[src/rtl/sr_drive_pkg.sv]
// sr_drive_pkg: shared FSM state type and default timing constants for sr_drive_ctrl
package sr_drive_pkg;
  typedef enum logic [1:0] {IDLE, SET_PULSE, RST_PULSE, GAP} state_e;
  localparam int DEF_DEBOUNCE_CYCLES = 4;
  localparam int DEF_PULSE_CYCLES = 2;
endpackage

[src/rtl/sr_debounce.sv]
// sr_debounce: 2-flop synchronizer, stability debouncer and registered one-cycle rising-edge event
module sr_debounce #(
  parameter int DEBOUNCE_CYCLES = 4
) (
  input  logic clk,
  input  logic rst,
  input  logic btn,
  output logic rise
);
  localparam int CW = $clog2(DEBOUNCE_CYCLES + 1);
  logic s1_q, s2_q, db_q, db_d, prev_q, rise_q, flip;
  logic [CW-1:0] cnt_q, cnt_d;
  always_comb begin
    flip = (s2_q != db_q) && (cnt_q == CW'(DEBOUNCE_CYCLES - 1));
    cnt_d = (s2_q == db_q || flip) ? '0 : cnt_q + 1'b1;
    db_d = flip ? s2_q : db_q;
  end
  always_ff @(posedge clk or posedge rst) begin
    if (rst) begin
      s1_q <= 1'b0;
      s2_q <= 1'b0;
      db_q <= 1'b0;
      cnt_q <= '0;
      prev_q <= 1'b0;
      rise_q <= 1'b0;
    end else begin
      s1_q <= btn;
      s2_q <= s1_q;
      db_q <= db_d;
      cnt_q <= cnt_d;
      prev_q <= db_q;
      rise_q <= db_q & ~prev_q;
    end
  end
  assign rise = rise_q;
endmodule

[src/rtl/sr_drive_ctrl.sv]
// sr_drive_ctrl: turns bouncing set/reset buttons into non-overlapping active-low pulses for a NAND SR latch
module sr_drive_ctrl
  import sr_drive_pkg::*;
#(
  parameter int DEBOUNCE_CYCLES = DEF_DEBOUNCE_CYCLES,
  parameter int PULSE_CYCLES = DEF_PULSE_CYCLES
) (
  input  logic clk,
  input  logic rst,
  input  logic set_btn,
  input  logic reset_btn,
  output logic sbar,
  output logic rbar,
  output logic busy,
  output logic conflict
);
  localparam int PW = $clog2(PULSE_CYCLES + 1);
  logic set_ev, rst_ev, ev, ev_dir, store, last;
  state_e state_q, state_d;
  logic [PW-1:0] pcnt_q, pcnt_d;
  logic dir_q, dir_d, pend_q, pend_d, pdir_q, pdir_d;
  logic sbar_q, rbar_q, busy_q, conflict_q;
  sr_debounce #(.DEBOUNCE_CYCLES(DEBOUNCE_CYCLES)) u_set_db (
    .clk(clk),
    .rst(rst),
    .btn(set_btn),
    .rise(set_ev)
  );
  sr_debounce #(.DEBOUNCE_CYCLES(DEBOUNCE_CYCLES)) u_rst_db (
    .clk(clk),
    .rst(rst),
    .btn(reset_btn),
    .rise(rst_ev)
  );
  always_comb begin
    ev = set_ev ^ rst_ev;
    ev_dir = set_ev;
    last = pcnt_q == PW'(PULSE_CYCLES - 1);
    store = ev && state_q != IDLE && ev_dir != dir_q && !(pend_q && pdir_q == ev_dir);
    pend_d = pend_q || store;
    pdir_d = store ? ev_dir : pdir_q;
    state_d = state_q;
    pcnt_d = '0;
    dir_d = dir_q;
    if (state_q == IDLE) begin
      state_d = ev ? (ev_dir ? SET_PULSE : RST_PULSE) : IDLE;
      dir_d = ev ? ev_dir : dir_q;
    end else if (state_q == GAP) begin
      state_d = pend_d ? (pdir_d ? SET_PULSE : RST_PULSE) : IDLE;
      dir_d = pend_d ? pdir_d : dir_q;
      pend_d = 1'b0;
    end else begin
      state_d = last ? GAP : state_q;
      pcnt_d = last ? '0 : pcnt_q + 1'b1;
    end
  end
  always_ff @(posedge clk or posedge rst) begin
    if (rst) begin
      state_q <= IDLE;
      pcnt_q <= '0;
      dir_q <= 1'b0;
      pend_q <= 1'b0;
      pdir_q <= 1'b0;
      sbar_q <= 1'b1;
      rbar_q <= 1'b1;
      busy_q <= 1'b0;
      conflict_q <= 1'b0;
    end else begin
      state_q <= state_d;
      pcnt_q <= pcnt_d;
      dir_q <= dir_d;
      pend_q <= pend_d;
      pdir_q <= pdir_d;
      sbar_q <= state_d != SET_PULSE;
      rbar_q <= state_d != RST_PULSE;
      busy_q <= state_d != IDLE || pend_d;
      conflict_q <= set_ev & rst_ev;
    end
  end
  assign sbar = sbar_q;
  assign rbar = rbar_q;
  assign busy = busy_q;
  assign conflict = conflict_q;
endmodule

[config.mk]
export PLATFORM = sky130hd
export DESIGN_NAME = sr_drive_ctrl
export DESIGN_NICKNAME = d
export VERILOG_FILES = /design/src/rtl/sr_drive_pkg.sv /design/src/rtl/sr_debounce.sv /design/src/rtl/sr_drive_ctrl.sv
export SDC_FILE = /design/constraint.sdc
export NUM_CORES = 1
export LEC_CHECK = 0
export BUFFER_PORTS_ARGS = -buffer_cell sky130_fd_sc_hd__buf_2
export CORE_MARGIN = 5
export CORE_UTILIZATION = 38
export DETAILED_ROUTE_END_ITERATION = 8
export SYNTH_ARGS = -nofsm -noshare
export SYNTH_HDL_FRONTEND = slang
export SYNTH_SLANG_ARGS = --single-unit
[constraint.sdc]
create_clock -name clk -period 2.2 [get_ports clk]
set_input_delay 0 -clock clk [delete_from_list [all_inputs] [get_ports clk]]
set_output_delay 0 -clock clk [all_outputs]
set_load 0.05 [all_outputs]
Word level (Yosys, flattened, before mapping). Cells that the tools add are included.

Register bits after elaboration: 27. Latch bits: 0. RAM bits: 0. Memory bits (read-only): 0. Bits of input ports: 4. Output and inout bits: 4. Memories kept: 0.

Add/sub/neg operators: 3. Multiply operators: 0. Div/mod/pow operators: 0. Order comparisons: 0. Equal/unequal tests: 13. Shift-type cells: 0. Mux-type cells: 19. Bitwise logic cells: 6. Reductions and logical operators: 17.

Operators with widths (number): 2-to-1 mux 2 bit (10); nonzero test 2 bit (4); 2-to-1 mux 1 bit (7); adder 3 x 1 -> 3 bit, second input constant (2); equality test 3 x 2 -> 1 bit, second input constant (2); logical AND 1 bit (6); 2-to-1 mux 3 bit (2); logical OR 1 bit (4); != test 2 bit, second input constant (2); bitwise AND 1 bit (3); equality test 1 bit (3); != test 1 bit (3); AND reduction 3 bit (1); adder 2 x 1 -> 2 bit, second input constant (1); equality test 2 x 1 -> 1 bit, second input constant (1); equality test 2 bit, second input constant (1); zero test 2 bit (1); != test 2 x 1 -> 1 bit, second input constant (1); inverter 1 bit (2); zero test 1 bit (1); XOR 1 bit (1).

Logic depth before layout (Yosys ltp).
Word-level depth: 11. Depth in mapped cells: 8.

By module. Synthesis repeated with hierarchy kept, for this count alone.

Cell total of the unflattened synthesis: 97. Area total of the unflattened synthesis: 1169.9 um^2.

By module, submodules not included: sr_drive_ctrl (times used 1, cells each 61, area each 606.8 um^2, seq. area each 277.8 um^2); sr_debounce (times used 2, cells each 18, area each 281.5 um^2, seq. area each 200.2 um^2).

Least setup slack after synthesis. No wires, ideal clock.

Path kind: reg-to-reg. From: register u_set_db.rise_q (netlist: u_set_db.rise). To: register rbar_q (netlist: rbar). Setup time: 60 ps. Data arrival time: 1611 ps. Setup slack: 529 ps. Cell stages (with the launch flop): 6. Path buffers: 0. Clock period less this slack: 1671 ps. Cell sequence: dfrtp_1 > ha_1 > or3b_2 > o2bb2ai_1 > and2_1 > a211o_1.

Cells in the longest elaborated chain, start to end: 10.

RTL lines: start, declared (RTL line sr_debounce.sv:11) `logic s1_q, s2_q, db_q, db_d, prev_q, rise_q, flip;`; start signal, assigned (RTL line sr_debounce.sv:32) `rise_q <= db_q & ~prev_q;`; XOR 1 bit or equality test 1 bit (tied branches) (RTL line sr_drive_ctrl.sv:36, sr_drive_ctrl.sv:39); logical AND 1 bit (RTL line sr_drive_ctrl.sv:39) `store = ev && state_q != IDLE && ev_dir != dir_q && !(pend_q && pdir_q == ev_dir);`; logical AND 1 bit or zero test 1 bit (tied branches) (RTL line sr_drive_ctrl.sv:39); logical AND 1 bit (RTL line sr_drive_ctrl.sv:39); 2-to-1 mux 1 bit (RTL line sr_drive_ctrl.sv:41) `pdir_d = store ? ev_dir : pdir_q;`; 2-to-1 mux 2 bit (2 in series) (RTL line sr_drive_ctrl.sv:49) `state_d = pend_d ? (pdir_d ? SET_PULSE : RST_PULSE) : IDLE;`; 2-to-1 mux 2 bit (RTL line sr_drive_ctrl.sv:48) `end else if (state_q == GAP) begin`; 2-to-1 mux 2 bit * (RTL line sr_drive_ctrl.sv:45) `if (state_q == IDLE) begin`; != test 2 bit * (RTL line sr_drive_ctrl.sv:75) `rbar_q <= state_d != RST_PULSE;`; end signal, assigned (RTL line sr_drive_ctrl.sv:65) `rbar_q <= 1'b1;`; end signal, assigned (RTL line sr_drive_ctrl.sv:75); end, declared (RTL line sr_drive_ctrl.sv:22) `logic sbar_q, rbar_q, busy_q, conflict_q;`.

Every way passes the cells marked *; elsewhere a longest branch is shown, timed or not. A chain may end at the register's enable or synchronous reset.

Worst setup path after layout.
From: register u_set_db.rise_q (netlist: u_set_db.rise). To: register rbar_q (netlist: rbar).

Cells in the longest elaborated chain, start to end: 10.

RTL lines: XOR 1 bit or equality test 1 bit (tied branches) (RTL line sr_drive_ctrl.sv:36, sr_drive_ctrl.sv:39); logical AND 1 bit (RTL line sr_drive_ctrl.sv:39); logical AND 1 bit or zero test 1 bit (tied branches) (RTL line sr_drive_ctrl.sv:39); logical AND 1 bit (RTL line sr_drive_ctrl.sv:39); 2-to-1 mux 1 bit * (RTL line sr_drive_ctrl.sv:41); via pdir_d (RTL line sr_drive_ctrl.sv:21) `logic dir_q, dir_d, pend_q, pend_d, pdir_q, pdir_d;`; 2-to-1 mux 2 bit * (2 in series) (RTL line sr_drive_ctrl.sv:49); 2-to-1 mux 2 bit * (RTL line sr_drive_ctrl.sv:48); 2-to-1 mux 2 bit * (RTL line sr_drive_ctrl.sv:45); != test 2 bit * (RTL line sr_drive_ctrl.sv:75).

Mark *: on every way through the listed nets, which the timed path passes. The rest lies on a longest branch.

==> out/metrics.csv <==
stage;metric;value;unit
outcome;status;finished, final reports clean;
yosys;synthesized flop and latch total;27;
cells_and_area;# diodes;0;
yosys;Yosys warnings;0;
yosys;post-synthesis sequential area ratio;0.596;
worst_setup_path;CP Class;reg2reg;
clocking;CTS tree;built;
yosys;mapped cell area;1140;µm²
yosys;Yosys cell types;29;
place;dpl hpwl;1270;µm
cells_and_area;number of fill cells;266;
yosys;synthesized area per cell;12.1;µm²
clocking;CTS buffer count;3;
yosys;XOR/XNOR Fraction of Synth Area;0.0231;
routing;vias per cell;5.01;
timing;Final Hold Viols;0;
routing;routed len/inst;12.1;µm
timing;min Tclk post-route;1860;ps
yosys;top post-synthesis cells by count;dfrtp_1, inv_1, ha_1, nor2_1, nand2b_1;
worst_setup_path;Worst Path Required;2470;ps
worst_setup_path;CP endpoint kind;register;
place;GP Congestion;0.755;
floorplan;row count;19;
yosys;top post-synthesis cells by area;dfrtp_1, ha_1, dfstp_2;
power;Final Power;1.70;mW
floorplan;IO Pins;8;
clocking;Clock Path Buffers;2;
clocking;CTS root buffer;clkbuf_4;
cells_and_area;layout cell share with drive strength beyond 1;0.157;
clocking;H-tree lvl count;1;
yosys;mux cell area share after synthesis;0.0286;
floorplan;core area;2810;µm²
timing;Fin Setup TNS;0;ps
timing;FMAX;0.539;GHz
power;Leak Pwr;0.616;nW
timing;RSZ-0062 raised after global routing;false;
routing;DR iter-0 viols;18;
cells_and_area;Total Nets Final;122;
cells_and_area;Area Growth Syn to Fin;11.2;%
floorplan;Die Area;4190;µm²
routing;Residual DRC;0;
floorplan;Starting Density;0.405;
yosys;Synth area leader;dfrtp_1;
worst_hold_path;Hold Crit Class;in2async;
power;Peak VDD IR;0.552;mV
routing;final wirelength;1680;µm
timing;crit share post-route;0.844;
grt;first-pass GRT wire length;3260;µm
yosys;largest family of logic cells by synthesized area;simple AND/OR/NAND/NOR gates;
grt;total gr overflow;0;
cells_and_area;post-route insts no fill;139;
yosys;Simple-Gate Fraction of Synth Area;0.117;
worst_setup_path;critical path peak fanout;7;
timing;Worst-Margin Slew;398;ps
power;Power Density;1340;nW/µm²
clocking;Resize count post-CTS;0;
worst_setup_path;CP Launch Type;register;
routing;DR vias;697;
yosys;number of flops mapped to enable cells by yosys;0;
timing;Max Slew Vio Count;0;
routing;TritonRoute pass-1 iters;4;
clocking;clock latency at the later pin of the worst-skew pair;320;ps
grt;initial antenna violation count;0;
timing;Final Skew;3.66;ps
timing;Slew HR;0.735;
yosys;share of the synthesized area in the top cell type;0.550;
grt;gr usage total;0.100;
timing;final setup fails;0;
floorplan;die height;64.7;µm
floorplan;Die X;64.7;µm
yosys;Synth Instances;94;
timing;worst setup margin;343;ps
place;placed cell count;132;
yosys;most frequent cell after synthesis;dfrtp_1;
yosys;Synth Net Count;107;
place;Post-Place Setup Slack;355;ps
yosys;Main synth FF type;dfrtp_1;
clocking;Worst-path clk slew;140;ps
clocking;CTS Sinks;27;
yosys;compound-gate portion of the synthesized area;0.0902;
routing;final antenna-violating net count;0;
grt;largest net degree at the start of global routing;28;
place;buffers added on ports;7;
yosys;Adder-Cell Fraction of Synth Area;0.0990;
grt;vias in the first global route;753;
yosys;Async SR Flop Fraction;1.00;
worst_setup_path;crit path DAT;2130;ps
run;Max Cap Viol;0;
==> registers in the layout (all words and copies together), names as in the netlist <==
signal	cells
u_rst_db.db_q	1
u_set_db.cnt_q	3
u_set_db.s2_q	1
u_set_db.prev_q	1
pend_q	1
pcnt_q	2
u_rst_db.s2_q	1
u_set_db.rise	1
u_rst_db.rise	1
u_rst_db.cnt_q	3
u_set_db.db_q	1
dir_q	1
rbar	1
pdir_q	1
sbar	1
u_rst_db.s1_q	1
u_set_db.s1_q	1
state_q	2
u_rst_db.prev_q	1
busy	1
conflict	1
==> final timing paths <==
| kind | from | end | slack [ps] | cells past startpoint |
|---|---|---|---|---|
| setup / recovery | u_set_db.rise$_DFF_PP0_ | rbar$_DFF_PP1_ | 340 | 6 |
| hold / removal | rst | u_set_db.s2_q$_DFF_PP0_ | 250 | 4 |
| setup reg to reg | u_set_db.rise$_DFF_PP0_ | rbar$_DFF_PP1_ | 340 | 6 |
| hold reg to reg | u_rst_db.s1_q$_DFF_PP0_ | u_rst_db.s2_q$_DFF_PP0_ | 360 | 0 |
| max in group asynchronous | rst | rbar$_DFF_PP1_ | 1650 | 4 |
| min in group clk | set_btn | u_set_db.s1_q$_DFF_PP0_ | 310 | 2 |
==> power by group <==
part	leakage, nW	switching [mW]	internal, mW
Sequential	0.335	0.103	0.678
Combinational	0.263	0.429	0.277
Clock	0.0177	0.143	0.0682
==> critical path, cell delays in order, from the launching register on <==
cell,delay [ps]
dfrtp_1,490
ha_1,370
o31ai_1,260
o2bb2ai_1,200
inv_1,80
and2_1,140
a211o_1,260
==> cells by family (layout without fill, tap and decap cells) <==
| group | Yosys count | in the layout |
|---|---|---|
| compound gates | 15 | 15 |
| xor+xnor | 3 | 3 |
| fa+ha+maj | 9 | 9 |
| buf+inv | 12 | 26 |
| flops | 27 | 27 |
| mux | 3 | 3 |
| simple gates | 25 | 25 |
==> per-layer routing <==
metal	GRT usage	up-vias	routed length [µm]
met5	0	-	0
met4	0.0607	0	59
met3	0.0294	9	89
met2	0.148	15	783
met1	0.130	332	745
li1	-	341	-
==> layout make-up <==
class,instances,area [µm²],share of cell area
Clock buffer,3,22.5,0.0178
Clock inverter,1,5.00,0.00396
Inverter,11,41.3,0.0326
Multi-Input combinational cell,55,407,0.321
Sequential cell,27,678,0.536
Tap cell,31,38.8,0.0307
Timing Repair Buffer,11,72.6,0.0574
==> repair_timing <==
action / 4_1_cts / 5_1_grt
setup buffers: 0 / 0
hold endpoints to repair: 29 / 0
hold buffers: 3 / 0
setup endpoints to repair: 0 / 0
==> per-stage QoR <==
stage | utilization | cell area, µm² | hold slack (ps)
6_report | 0.451 | 1260 | 255
5_1_grt | 0.451 | 1260 | 285
4_1_cts | 0.451 | 1260 | 259
3_5_place_dp | 0.430 | 1210 | 85.0
3_3_place_gp | 0.430 | 1210 | 68.8
2_1_floorplan | - | 1140 | 31.4
==> placed cells by master (no fill, tap or decap), types with 3 or more instances in the layout <==
cell	synthesis	layout
a21oi_1	3	3
buf_2	0	7
clkbuf_4	0	3
dfrtp_1	25	25
dlygate4sd3_1	0	3
ha_1	9	9
inv_1	11	11
nand2_1	3	3
nand2b_1	4	4
nor2_1	8	8
o21ai_0	3	3
Power figures use the tool's default switching activity.
